==> config.mk <==
export PLATFORM = sky130hd
export DESIGN_NAME = pipeline_stall_controller
export DESIGN_NICKNAME = d
export VERILOG_FILES = /design/src/rtl/pipeline_stall_controller.sv
export SDC_FILE = /design/constraint.sdc
export NUM_CORES = 1
export LEC_CHECK = 0
export BUFFER_PORTS_ARGS = -buffer_cell sky130_fd_sc_hd__buf_2
export CAP_MARGIN = 5
export CORE_MARGIN = 4
export CORE_UTILIZATION = 47
export CTS_BUF_LIST = sky130_fd_sc_hd__clkbuf_4 sky130_fd_sc_hd__clkbuf_8
export DETAILED_ROUTE_END_ITERATION = 8
export GPL_TIMING_DRIVEN = 0
export PLACE_DENSITY = 0.77
export SYNTH_ARGS = -nofsm -noshare
export SYNTH_HDL_FRONTEND = slang
export SYNTH_SLANG_ARGS = --single-unit
==> constraint.sdc <==
create_clock -name clk -period 2.78 [get_ports clk]
set_input_delay 0.278 -clock clk [delete_from_list [all_inputs] [get_ports clk]]
set_output_delay 0.278 -clock clk [all_outputs]
set_load 0.1 [all_outputs]
==> src/rtl/pipeline_stall_controller.sv <==
// Prioritised stall/flush sequencer for the 5-stage core with a data-memory wait watchdog.
// Optional perf counters are enabled with `define PERF_COUNTERS_EN.
module pipeline_stall_controller #(
  parameter int MEM_TIMEOUT = 64,
  parameter int CNT_W       = 16
) (
  input  logic             clk,
  input  logic             rst,
  input  logic             ID_EX_memRead,
  input  logic [4:0]       ID_EX_rt,
  input  logic [4:0]       IF_ID_rs,
  input  logic [4:0]       IF_ID_rt,
  input  logic             branch_taken,
  input  logic             dmem_req,
  input  logic             dmem_ready,
  output logic             PCWrite,
  output logic             IF_IDWrite,
  output logic             IF_IDFlush,
  output logic             ID_EXWrite,
  output logic             ID_EXBubble,
  output logic             EX_MEMWrite,
  output logic             MEM_WBBubble,
  output logic             mem_timeout,
  output logic [CNT_W-1:0] stall_cycles,
  output logic [CNT_W-1:0] flush_count
);

  typedef enum logic [1:0] {INIT, RUN, MEM_WAIT, ERROR} state_t;

  typedef struct packed {
    logic pc_wr;
    logic ifid_wr;
    logic ifid_flush;
    logic idex_wr;
    logic idex_bubble;
    logic exmem_wr;
    logic memwb_bubble;
  } ctrl_t;

  localparam ctrl_t C_INIT     = 7'b0010101;
  localparam ctrl_t C_FREEZE   = 7'b0000001;
  localparam ctrl_t C_BRANCH   = 7'b1111110;
  localparam ctrl_t C_LOAD_USE = 7'b0001110;
  localparam ctrl_t C_NORMAL   = 7'b1101010;

  state_t           state;
  logic [CNT_W-1:0] wait_cnt;
  ctrl_t            ctrl;
  ctrl_t            run_ctrl;
  logic             load_use;
  logic             mem_stall;

  always_comb begin
    load_use  = ID_EX_memRead && (ID_EX_rt != 5'd0) &&
                ((ID_EX_rt == IF_ID_rs) || (ID_EX_rt == IF_ID_rt));
    mem_stall = dmem_req && !dmem_ready;
    // A taken branch flushes the younger instruction, so its load-use hazard is moot.
    run_ctrl  = branch_taken ? C_BRANCH : (load_use ? C_LOAD_USE : C_NORMAL);
    ctrl      = C_FREEZE;
    case (state)
      INIT:     ctrl = C_INIT;
      RUN:      ctrl = mem_stall ? C_FREEZE : run_ctrl;
      MEM_WAIT: ctrl = dmem_ready ? run_ctrl : C_FREEZE;
      default:  ctrl = C_FREEZE;
    endcase
  end

  assign PCWrite      = ctrl.pc_wr;
  assign IF_IDWrite   = ctrl.ifid_wr;
  assign IF_IDFlush   = ctrl.ifid_flush;
  assign ID_EXWrite   = ctrl.idex_wr;
  assign ID_EXBubble  = ctrl.idex_bubble;
  assign EX_MEMWrite  = ctrl.exmem_wr;
  assign MEM_WBBubble = ctrl.memwb_bubble;

  always_ff @(posedge clk) begin
    if (rst) begin
      state       <= INIT;
      wait_cnt    <= '0;
      mem_timeout <= 1'b0;
    end else begin
      case (state)
        INIT: state <= RUN;
        RUN: begin
          if (mem_stall) begin
            state    <= MEM_WAIT;
            wait_cnt <= CNT_W'(1);
          end
        end
        MEM_WAIT: begin
          if (dmem_ready) begin
            state    <= RUN;
            wait_cnt <= '0;
          end else begin
            if (wait_cnt != '1) wait_cnt <= wait_cnt + 1'b1;
            // Compare the pre-increment count: MEM_TIMEOUT full cycles spent in MEM_WAIT.
            if (MEM_TIMEOUT != 0 && wait_cnt == CNT_W'(MEM_TIMEOUT)) begin
              state       <= ERROR;
              mem_timeout <= 1'b1;
            end
          end
        end
        default: begin
          state       <= ERROR;
          mem_timeout <= 1'b1;
        end
      endcase
    end
  end

`ifdef PERF_COUNTERS_EN
  always_ff @(posedge clk) begin
    if (rst) begin
      stall_cycles <= '0;
      flush_count  <= '0;
    end else if (state != INIT) begin
      if (!ctrl.pc_wr && stall_cycles != '1) stall_cycles <= stall_cycles + 1'b1;
      if (ctrl.ifid_flush && flush_count != '1) flush_count <= flush_count + 1'b1;
    end
  end
`else
  assign stall_cycles = '0;
  assign flush_count  = '0;
`endif

endmodule

---- Yosys cells after proc, flatten, opt, wreduce, memory -nomap -nowiden ----
Index checks and enable logic that the tools add are counted.
storage, ports and cells
  register bits ........................... 19
  bits of input ports ..................... 21
  output and inout port bits .............. 40
cells by class
  $add $sub $neg .......................... 1
  equality and inequality tests ........... 11
  mux-type cells .......................... 16
  bitwise logic cells ..................... 1
  reductions and logical operators ........ 12
operators by type and width
  cell                   number
  $mux 16                3
  $pmux 16 s2            1
  $mux 7                 4
  $pmux 7 s3             1
  $add 16x1->16 const B  1
  $eq 16x7->1 const B    1
  $ne 16x16->1 const B   1
  $eq 5x5->1             2
  $mux 2                 3
  $ne 2x2->1 const B     3
  $ne 3x3->1 const B     2
  $pmux 2 s3             1
  $reduce_and 3->1       2
  $reduce_bool 5->1      1
  $logic_and 1x1->1      3
  $eq 2x1->1 const B     1
  $eq 2x2->1 const B     1
  $logic_not 2->1        1
  $mux 1                 2
  $pmux 1 s2             1
  $reduce_and 2->1       1
  $reduce_bool 2->1      1
  $reduce_or 2->1        1
  $logic_not 1->1        1
  2 further kinds        2

---- Depth between registers and ports, before layout ----
  depth in word-level cells ............... 7
  depth in mapped cells ................... 8
  mapped depth without buffers ............ 7

---- Worst setup path after synthesis ----
Ideal clock, no wire load.
  kind .................................... reg2out
  start ................................... register state[0]
  end ..................................... output IF_IDFlush
  arrival ................................. 3.505 ns
  path slack .............................. -1.003 ns
  stages on the path, launching flop included .. 9
  path buffers ............................ 2
  cell sequence ........................... dfxtp_1 buf_4 nor2b_1 buf_6 nand2_1 o21a_1 inv_1 nand2_1 o21ai_0
between the ends
  word-level cells in the longest chain between the ends .. 2
  elaborated cells on any way between the ends .. 4
ends and longest elaborated chain
  what                                RTL line  source
  start: declaration                  46        state_t state;
  start signal: assignment            78        state <= INIT;
  start signal: assignment            83        INIT: state <= RUN;
  start signal: assignment            86        state <= MEM_WAIT;
  $eq 2x2->1 (tied with other cells)  60        case (state)
  $pmux 7 s3 (*)                      60
  end: declaration                    18        output logic IF_IDFlush,
Mark *: on every way between the ends. The rest lies on a longest branch, timed or not.

---- Final worst setup path ----
  start ................................... register state[1]
  end ..................................... output PCWrite
between the ends
  word-level cells in the longest chain between the ends .. 2
  elaborated cells on any way between the ends .. 4
ends and longest elaborated chain
  what                                RTL line  source
  $eq 2x2->1 (tied with other cells)  60
  $pmux 7 s3 (*)                      60
  end: declaration                    16        output logic PCWrite,
Marked as above.

==> metrics.txt <==
status finished, final reports clean; Fill cells 299; Vias/cell between 4 and 5; row count 20; ANT nets after route 0; Peak supply drop 0.277 mV; DR pass1 iterations 4; WP data arrival around 2200 ps; number of synthesized flops with an enable pin 0; routability cong. 0.851; critical path type register to output port; Max-cap violations 0; Post-Route Setup TNS 0 ps; worst r2r path cells 6; synth top area cells dfxtp_1 25%, buf_4 17%, xor2_1 6.3%, xnor2_1 5.7%, nor2_1 3.4%; diode count 0; Worst Path Max Fanout 10; max-slew violation total from the final report 0; Routed WL 3340 µm; Clock transition at path regs around 110 ps; CTS Root Cell clkbuf_4; CP startpoint kind register; most common cell after layout, fill and taps aside buf_4; area leader, netlist dfxtp_1; grt total ovfl 0; Hold Crit Class primary input to register; DP HPWL 2680 µm; DRT iter0 DRCs 46; total power 0.841 mW; initial cell density of the core 49.9%; initial antenna violation count 0; cts hold-fix bufs 0; Worst R2R Setup Slack 870 ps; Final min period 2480 ps; most common flop cell mapped by yosys dfxtp_1; hold path endpoint wait_cnt[12]; Setup crit end kind output port; CTS Buffer Depth 2; Synth Cell Area 1540 µm²; period utilization around 89%; Chip Width 65.2 µm; die height 65.2 µm; leakage just under 0.9 nW; Synth Warn # 0; die area 4240 µm²; Synth-to-Final Area Change 23.8%; drt wl/cell 11.6 µm; largest net degree at the start of global routing 11; CTS sink cnt 19; routed via count 1,365; r2r startpoint wait_cnt[0]; CTS tree yes; final hold vios 0; non-filler cells, final 289; Core Region ~3000 µm²; FF+latch count, synth 19; Clk Latency, worst-skew pair 310 ps; total track usage 15.7%; Seq/Total Area, Yosys 24.8%; post-synthesis cell count 183; power per cell area 443 nW/µm²; Ports 61; Final setup viols 0; placed cells about 290; DRC Markers 0; Final WS setup around 300 ps; post-CTS setup buffers 0; Num CTS Buffers 3; share of layout cells above drive strength 1 between 30% and 40%; clk_skew 1.39 ps; Async S/R FF share, synth 0%; WHS Path Cells 2; Buffers on Ports 27; fin nets 269; unrepaired setup endpoints after global routing no; htree depth 1; Crit Reg-Reg Endpoint wait_cnt[1]; Synth cell types 43; Min-Delay Startpoint rst; Req. time, crit path roughly 2500 ps; vias in the first global route 1,228; post_cts resized 0; Avg Inst Size Synth ~8.4 µm²; pre-CTS WS 603 ps; most frequent cells in the layout 35 x buf_4, 32 x conb_1, 27 x buf_2, 19 x dfxtp_1, 14 x nor2_1; top-area cell type share of the netlist area about a quarter; global-route wire length before repair ~5400 µm; FMAX 0.403 GHz
==> how the worst max path moves through the flow <==
stage / start / to / slack [ps] / cells past startpoint
3_5_place_dp: ID_EX_rt[3] / PCWrite / 600 / 6
5_1_grt: state[1] / ID_EXBubble / 180 / 8
4_1_cts: state[1] / PCWrite / 310 / 8
3_3_place_gp: ID_EX_rt[3] / PCWrite / 600 / 6
2_1_floorplan: state[0] / ID_EXBubble / 30 / 8
6_report: state[1] / PCWrite / 300 / 8
==> cell usage after synthesis, types with 3 or more instances <==
cell,count
buf_4,35
dfxtp_1,19
nor2_1,14
xor2_1,11
xnor2_1,10
a21oi_1,9
nand2_1,9
nand3_1,8
and3_1,6
nand4_1,5
nor3_1,5
inv_1,4
nand2b_1,4
o21ai_0,4
a211oi_2,3
and4_1,3
==> critical path: stages (launching register included) <==
cell and delay [ps]:
dfxtp_1 540, nor2b_1 210, buf_6 160, nand2_1 120, o21a_4 160, clkinvlp_4 90, o21a_4 120, buf_4 90
buf_2 410
==> cell type report <==
class | instances | area (µm²) | area share [%]
Timing Repair Buffer | 27 | 135 | 7.11
Buffer | 39 | 297 | 15.6
Clock buffer | 4 | 30.0 | 1.58
Multi-Input combinational cell | 152 | 985 | 51.8
Inverter | 4 | 18.8 | 0.987
Tap cell | 44 | 55.1 | 2.90
Sequential cell | 19 | 380 | 20.0
==> power breakdown <==
part	leakage [nW]	total [mW]	internal [mW]	switching (mW)
clock network	0.0184	0.157	0.0658	0.0914
logic	0.698	0.404	0.0823	0.321
registers	0.154	0.281	0.275	0.00531
total	0.870	0.841	0.424	0.418
==> routing by layer <==
layer  wire length [µm]  global-route usage [%]
met1               1450                    19.9
met2               1660                    26.3
met3                141                    2.74
met4                 91                    6.48
met5                  0                       0
==> through the flow <==
step | utilization [%] | hold slack [ps] | area [µm²]
after floorplan | - | 395 | 1680
after global placement | 60.8 | 448 | 1870
after detailed placement | 60.8 | 470 | 1870
after CTS | 61.7 | 214 | 1900
after global routing | 61.7 | 227 | 1900
final | 61.7 | 208 | 1900
==> flip-flops by register name, summed over array words and instances, names as in the netlist <==
register / cells
mem_timeout: 1
state: 2
wait_cnt: 16
==> cells by family after synthesis <==
group	synth area share, %
multiplexers	0.652
buffers and inverters	20.3
other	0.244
flip-flops	24.8
AO/OA/AOI/OAI	12.0
XOR/XNOR	12.0
AND/OR/NAND/NOR	28.4
adder cells (fa/ha/maj)	1.63
Power figures use the tool's default switching activity.
